===== src/rtl/button_debouncer.sv =====
// button_debouncer
//   Turns a raw, bouncy, asynchronous push-button pad into a glitch-free
//   level on `clock`. The pad goes through a two-flop synchronizer. A
//   four-state FSM then accepts a change of level only after the
//   synchronized input has held the new value for STABLE_CYCLES
//   consecutive clocks. `clean` feeds the `w` input of the downstream
//   rising-edge detector that starts the signed SPM controller.
//
//   Optional build macro: DEBOUNCE_GLITCH_CNT_EN
//     When defined, the design adds an 8-bit `glitch_count` output. It
//     counts aborted qualifications (RISE_CHK->LOW and FALL_CHK->HIGH),
//     saturates at 255 and is cleared only by reset. When the macro is
//     undefined, the port and its logic are absent. Everything else
//     behaves identically.

module button_debouncer #(
  parameter int unsigned STABLE_CYCLES = 1000000,
  parameter int unsigned CNT_WIDTH     = 20
) (
  input  logic       clock,
  input  logic       reset,
  input  logic       btn_raw,
  output logic       clean,
  output logic       busy
`ifdef DEBOUNCE_GLITCH_CNT_EN
  ,
  output logic [7:0] glitch_count
`endif
);

  // FSM encoding. The LSB is set exactly in the two qualifying states.
  localparam logic [1:0] LOW      = 2'd0;
  localparam logic [1:0] RISE_CHK = 2'd1;
  localparam logic [1:0] HIGH     = 2'd2;
  localparam logic [1:0] FALL_CHK = 2'd3;

  // Terminal count. cnt never goes past it, so the counter never wraps.
  localparam logic [CNT_WIDTH-1:0] CNT_LAST = CNT_WIDTH'(STABLE_CYCLES - 1);
  localparam logic [CNT_WIDTH-1:0] CNT_ONE  = CNT_WIDTH'(1);

  logic                 s1;
  logic                 s2;
  logic [1:0]           state;
  logic [1:0]           state_nxt;
  logic [CNT_WIDTH-1:0] cnt;
  logic [CNT_WIDTH-1:0] cnt_nxt;
  logic                 clean_nxt;
  logic                 busy_nxt;
  logic                 cnt_done;

  assign cnt_done = (cnt == CNT_LAST);

  // Two-flop synchronizer: only s2 is safe for the FSM to look at.
  always_ff @(posedge clock) begin
    if (reset) begin
      s1 <= 1'b0;
      s2 <= 1'b0;
    end else begin
      s1 <= btn_raw;
      s2 <= s1;
    end
  end

  // Next-state logic: qualify each candidate level change for STABLE_CYCLES clocks.
  always_comb begin
    state_nxt = state;
    cnt_nxt   = cnt;
    clean_nxt = clean;
    case (state)
      LOW: begin
        if (s2) begin
          state_nxt = RISE_CHK;
          cnt_nxt   = '0;
        end
      end
      RISE_CHK: begin
        if (!s2) begin
          // Input fell back before it was accepted: this was a bounce.
          state_nxt = LOW;
          cnt_nxt   = '0;
        end else if (cnt_done) begin
          state_nxt = HIGH;
          cnt_nxt   = '0;
          clean_nxt = 1'b1;
        end else begin
          cnt_nxt = cnt + CNT_ONE;
        end
      end
      HIGH: begin
        if (!s2) begin
          state_nxt = FALL_CHK;
          cnt_nxt   = '0;
        end
      end
      FALL_CHK: begin
        if (s2) begin
          // Input rose back before the release was accepted: a bounce.
          state_nxt = HIGH;
          cnt_nxt   = '0;
        end else if (cnt_done) begin
          state_nxt = LOW;
          cnt_nxt   = '0;
          clean_nxt = 1'b0;
        end else begin
          cnt_nxt = cnt + CNT_ONE;
        end
      end
      default: begin
        state_nxt = LOW;
        cnt_nxt   = '0;
        clean_nxt = 1'b0;
      end
    endcase
    // busy is registered alongside the state, so it marks the qualifying states exactly.
    busy_nxt = (state_nxt == RISE_CHK) || (state_nxt == FALL_CHK);
  end

  // State, counter and registered outputs. Reset wipes any partial qualification.
  always_ff @(posedge clock) begin
    if (reset) begin
      state <= LOW;
      cnt   <= '0;
      clean <= 1'b0;
      busy  <= 1'b0;
    end else begin
      state <= state_nxt;
      cnt   <= cnt_nxt;
      clean <= clean_nxt;
      busy  <= busy_nxt;
    end
  end

`ifdef DEBOUNCE_GLITCH_CNT_EN
  logic abort;

  assign abort = ((state == RISE_CHK) && !s2) || ((state == FALL_CHK) && s2);

  // Saturating count of rejected bounces. Only reset clears it.
  always_ff @(posedge clock) begin
    if (reset) begin
      glitch_count <= 8'd0;
    end else if (abort && (glitch_count != 8'hFF)) begin
      glitch_count <= glitch_count + 8'd1;
    end
  end
`endif

endmodule


===== config.mk =====
export PLATFORM = sky130hd
export DESIGN_NAME = button_debouncer
export DESIGN_NICKNAME = d
export VERILOG_FILES = /design/src/rtl/button_debouncer.sv
export SDC_FILE = /design/constraint.sdc
export NUM_CORES = 1
export LEC_CHECK = 0
export ABC_CLOCK_PERIOD_IN_PS = 2360
export CORE_MARGIN = 5
export CORE_UTILIZATION = 45
export DETAILED_ROUTE_END_ITERATION = 10
export HOLD_SLACK_MARGIN = 0.12
export SLEW_MARGIN = 10
export SYNTH_ARGS = -nofsm -noshare
export SYNTH_HDL_FRONTEND = slang
export SYNTH_SLANG_ARGS = --single-unit

===== constraint.sdc =====
create_clock -name clock -period 2.36 [get_ports clock]
set_input_delay 0.354 -clock clock [delete_from_list [all_inputs] [get_ports clock]]
set_output_delay 0.354 -clock clock [all_outputs]
set_load 0.01 [all_outputs]

==> reports/metrics.csv <==
metric;value;unit
Post-layout nets;167;
Tmin final;2.14;ns
row count;19;
Final Hold Fails;0;
CTS clk-pin slew, worst paths;0.13;ns
Seq/Total Area, Yosys;39.5;%
Layout Skew;0.00703;ns
Skew-Pair Late Insertion Delay;0.31;ns
first-pass GRT wire length;4630;µm
post-synth cell types;36;
PortBufs;4;
Sw Ratio;22.3;%
Internal;0.000506;W
core area;2730;µm²
Final ANT Viol Nets;0;
Root Buffer;clkbuf_4;
Total GRT Usage;13.9;%
Comb pwr share;5.1;%
Post-Route Setup TNS;0;ns
ant diodes;0;
worst r2r path cells;5;
Synth area leaders;dfxtp_1 39%, nand4_1 5.4%, a21oi_1 4.7%;
post-CTS sizing;0;
outcome;finished, final reports clean;
routed vias/inst;5.68;
Sink Count;25;
# IOs;5;
CP Max Fanout;8;
Max-cap violations;0;
crit start category;register;
clk buf depth;2;
CTS tree;yes;
via count;1097;
Switching Power;0.000145;W
Detailed Route WL;2610;µm
Syn Std Cell Area;1270;µm²
Layout Cells excl Fill;193;
Tcrit/Tclk final;90.7;%
Starting Density;46.4;%
Die H;63.1;µm
Post-synth top cells;25 x dfxtp_1, 16 x nand2_1, 14 x nor2_1;
pin count of the biggest net entering global routing;14;
slew margin rel.;68.8;%
area leader, netlist;dfxtp_1;
most common cell in the netlist;dfxtp_1;
Mapped Avg Cell Area;8.28;µm²
WS Path Type;reg -> reg;
cts hold-fix bufs;0;
Final Cell Area;1400;µm²
pwr/cell area;467;nW/µm²
synthesized flop and latch total;25;
DRC marker count from the first detailed-route iteration;62;
Hold Path Class;reg -> reg;
vias in the first global route;1013;
EDFF count, synth;0;
H-tree depth;1;
cell count after synthesis;153;
Post-synth top flop;dfxtp_1;
die footprint;3980;µm²
initial antenna violation count;0;
Max Slew Vio Count;0;
share of cells above drive strength 1;9.88;%
Crit path arrival time;2.35;ns
Num CTS Buffers;3;
Pleak;0.466;nW
total grt overflow;0;
critical path endpoint category;register;
Yosys warning count;0;
GP Congestion;0.800;
Placed Instances;189;
drt first pass iters;5;
worst path required time;2.57;ns
post-synthesis async set-or-reset flop share;0;%
RSZ-0062 raised after global routing;false;
Chip Width;63.1;µm
placed wire-length estimate;1910;µm
# setup viols final;0;
Post-CTS Setup Repair Bufs;0;
routed len/inst;13.5;µm
area added between synthesis and finish;10.1;%
hold depth;1;
worst slew pin tran;0.465;ns
FILL cells;270;
placed cell area;1370;µm²
Hold Slack;0.462;ns
worst setup margin;0.221;ns
sequential fraction of design power;65.9;%
Clock Power Share;29.1;%
Synth top area share;39.5;%
# DRC;0;
fmax;467;MHz
dpl ws;0.217;ns
Net Count, Synth;157;
Max VDD drop;0.000322;V
[worst max-delay path, stage by stage, from the launching register on]
cell and delay, ns:
dfxtp_1 0.40, or4_4 0.57, nor4_4 0.44, a21oi_2 0.21, nor2_1 0.33, nor2_1 0.09
[power by group through the flow]
stage	Clock, W	Combinational, W	Sequential [W]
6_report	0.000189	0.0000329	0.000429
5_1_grt	0.000220	0.0000368	0.000430
4_1_cts	0.000202	0.0000333	0.000429
3_5_place_dp	0	0.0000332	0.000439
3_3_place_gp	0	0.0000334	0.000438
2_1_floorplan	0	0.0000172	0.000439
[state kept, by name (all words and copies together) (netlist names)]
signal	flops
s1	1
s2	1
clean	1
cnt	20
state	2
[through the flow]
stage	power, W	utilization [%]
floorplan	0.000456	-
global placement	0.000472	50.1
detailed placement	0.000472	50.1
CTS	0.000665	51.0
global route	0.000687	51.0
finish	0.000652	51.0
[layer usage]
| layer | vias up | global-route usage (%) | part of all wire [%] |
|---|---|---|---|
| met2 | 14 | 20.6 | 46 |
| met3 | 2 | 2.13 | 3.0 |
| li1 | 570 | - | - |
| met5 | - | 0 | 0 |
| met1 | 511 | 20.4 | 50 |
| met4 | 0 | 4.77 | 0.77 |
[final timing paths]
check	from	endpoint	slack (ns)
worst max-delay path	cnt[7]	cnt[16]	0.22
worst max register to register	cnt[7]	cnt[16]	0.22
worst min-delay path	s1	s2	0.46
worst min register to register	s1	s2	0.46
[cell usage in the layout, fill, tap and decap left out, types with 2 or more instances in the layout]
| cell | count |
|---|---|
| a22o_1 | 2 |
| nor2_1 | 14 |
| nand4_1 | 11 |
| or3_1 | 2 |
| clkdlybuf4s50_1 | 4 |
| dfxtp_1 | 25 |
| xor2_1 | 6 |
| nand2_1 | 16 |
| nor2b_1 | 2 |
| mux2i_1 | 2 |
| a21oi_1 | 12 |
| and2_1 | 2 |
| o21ai_0 | 9 |
| nor3_1 | 4 |
| clkbuf_4 | 3 |
| a211oi_1 | 3 |
| inv_1 | 7 |
| buf_4 | 6 |
| and4_1 | 3 |
| nand3_1 | 8 |
| xnor2_1 | 4 |
[final cells by class]
| cell class | count | area [µm²] | area share, % |
|---|---|---|---|
| Clock buffer | 4 | 26.3 | 1.88 |
| Sequential cell | 25 | 500 | 35.9 |
| Inverter | 7 | 26.3 | 1.88 |
| Tap cell | 31 | 38.8 | 2.78 |
| Timing Repair Buffer | 10 | 85.1 | 6.10 |
| Multi-Input combinational cell | 116 | 718 | 51.5 |
[cell families (layout without fill, tap and decap cells)]
group,after synthesis,in the layout,share of synthesized area [%]
compound gates,29,29,13.2
xor+xnor,10,10,6.91
simple gates,74,74,34.0
flops,25,25,39.5
buf+inv,12,21,3.85
fa+ha+maj,1,1,0.987
mux,2,2,1.58
No activity file was read; power rests on OpenSTA's default activity.
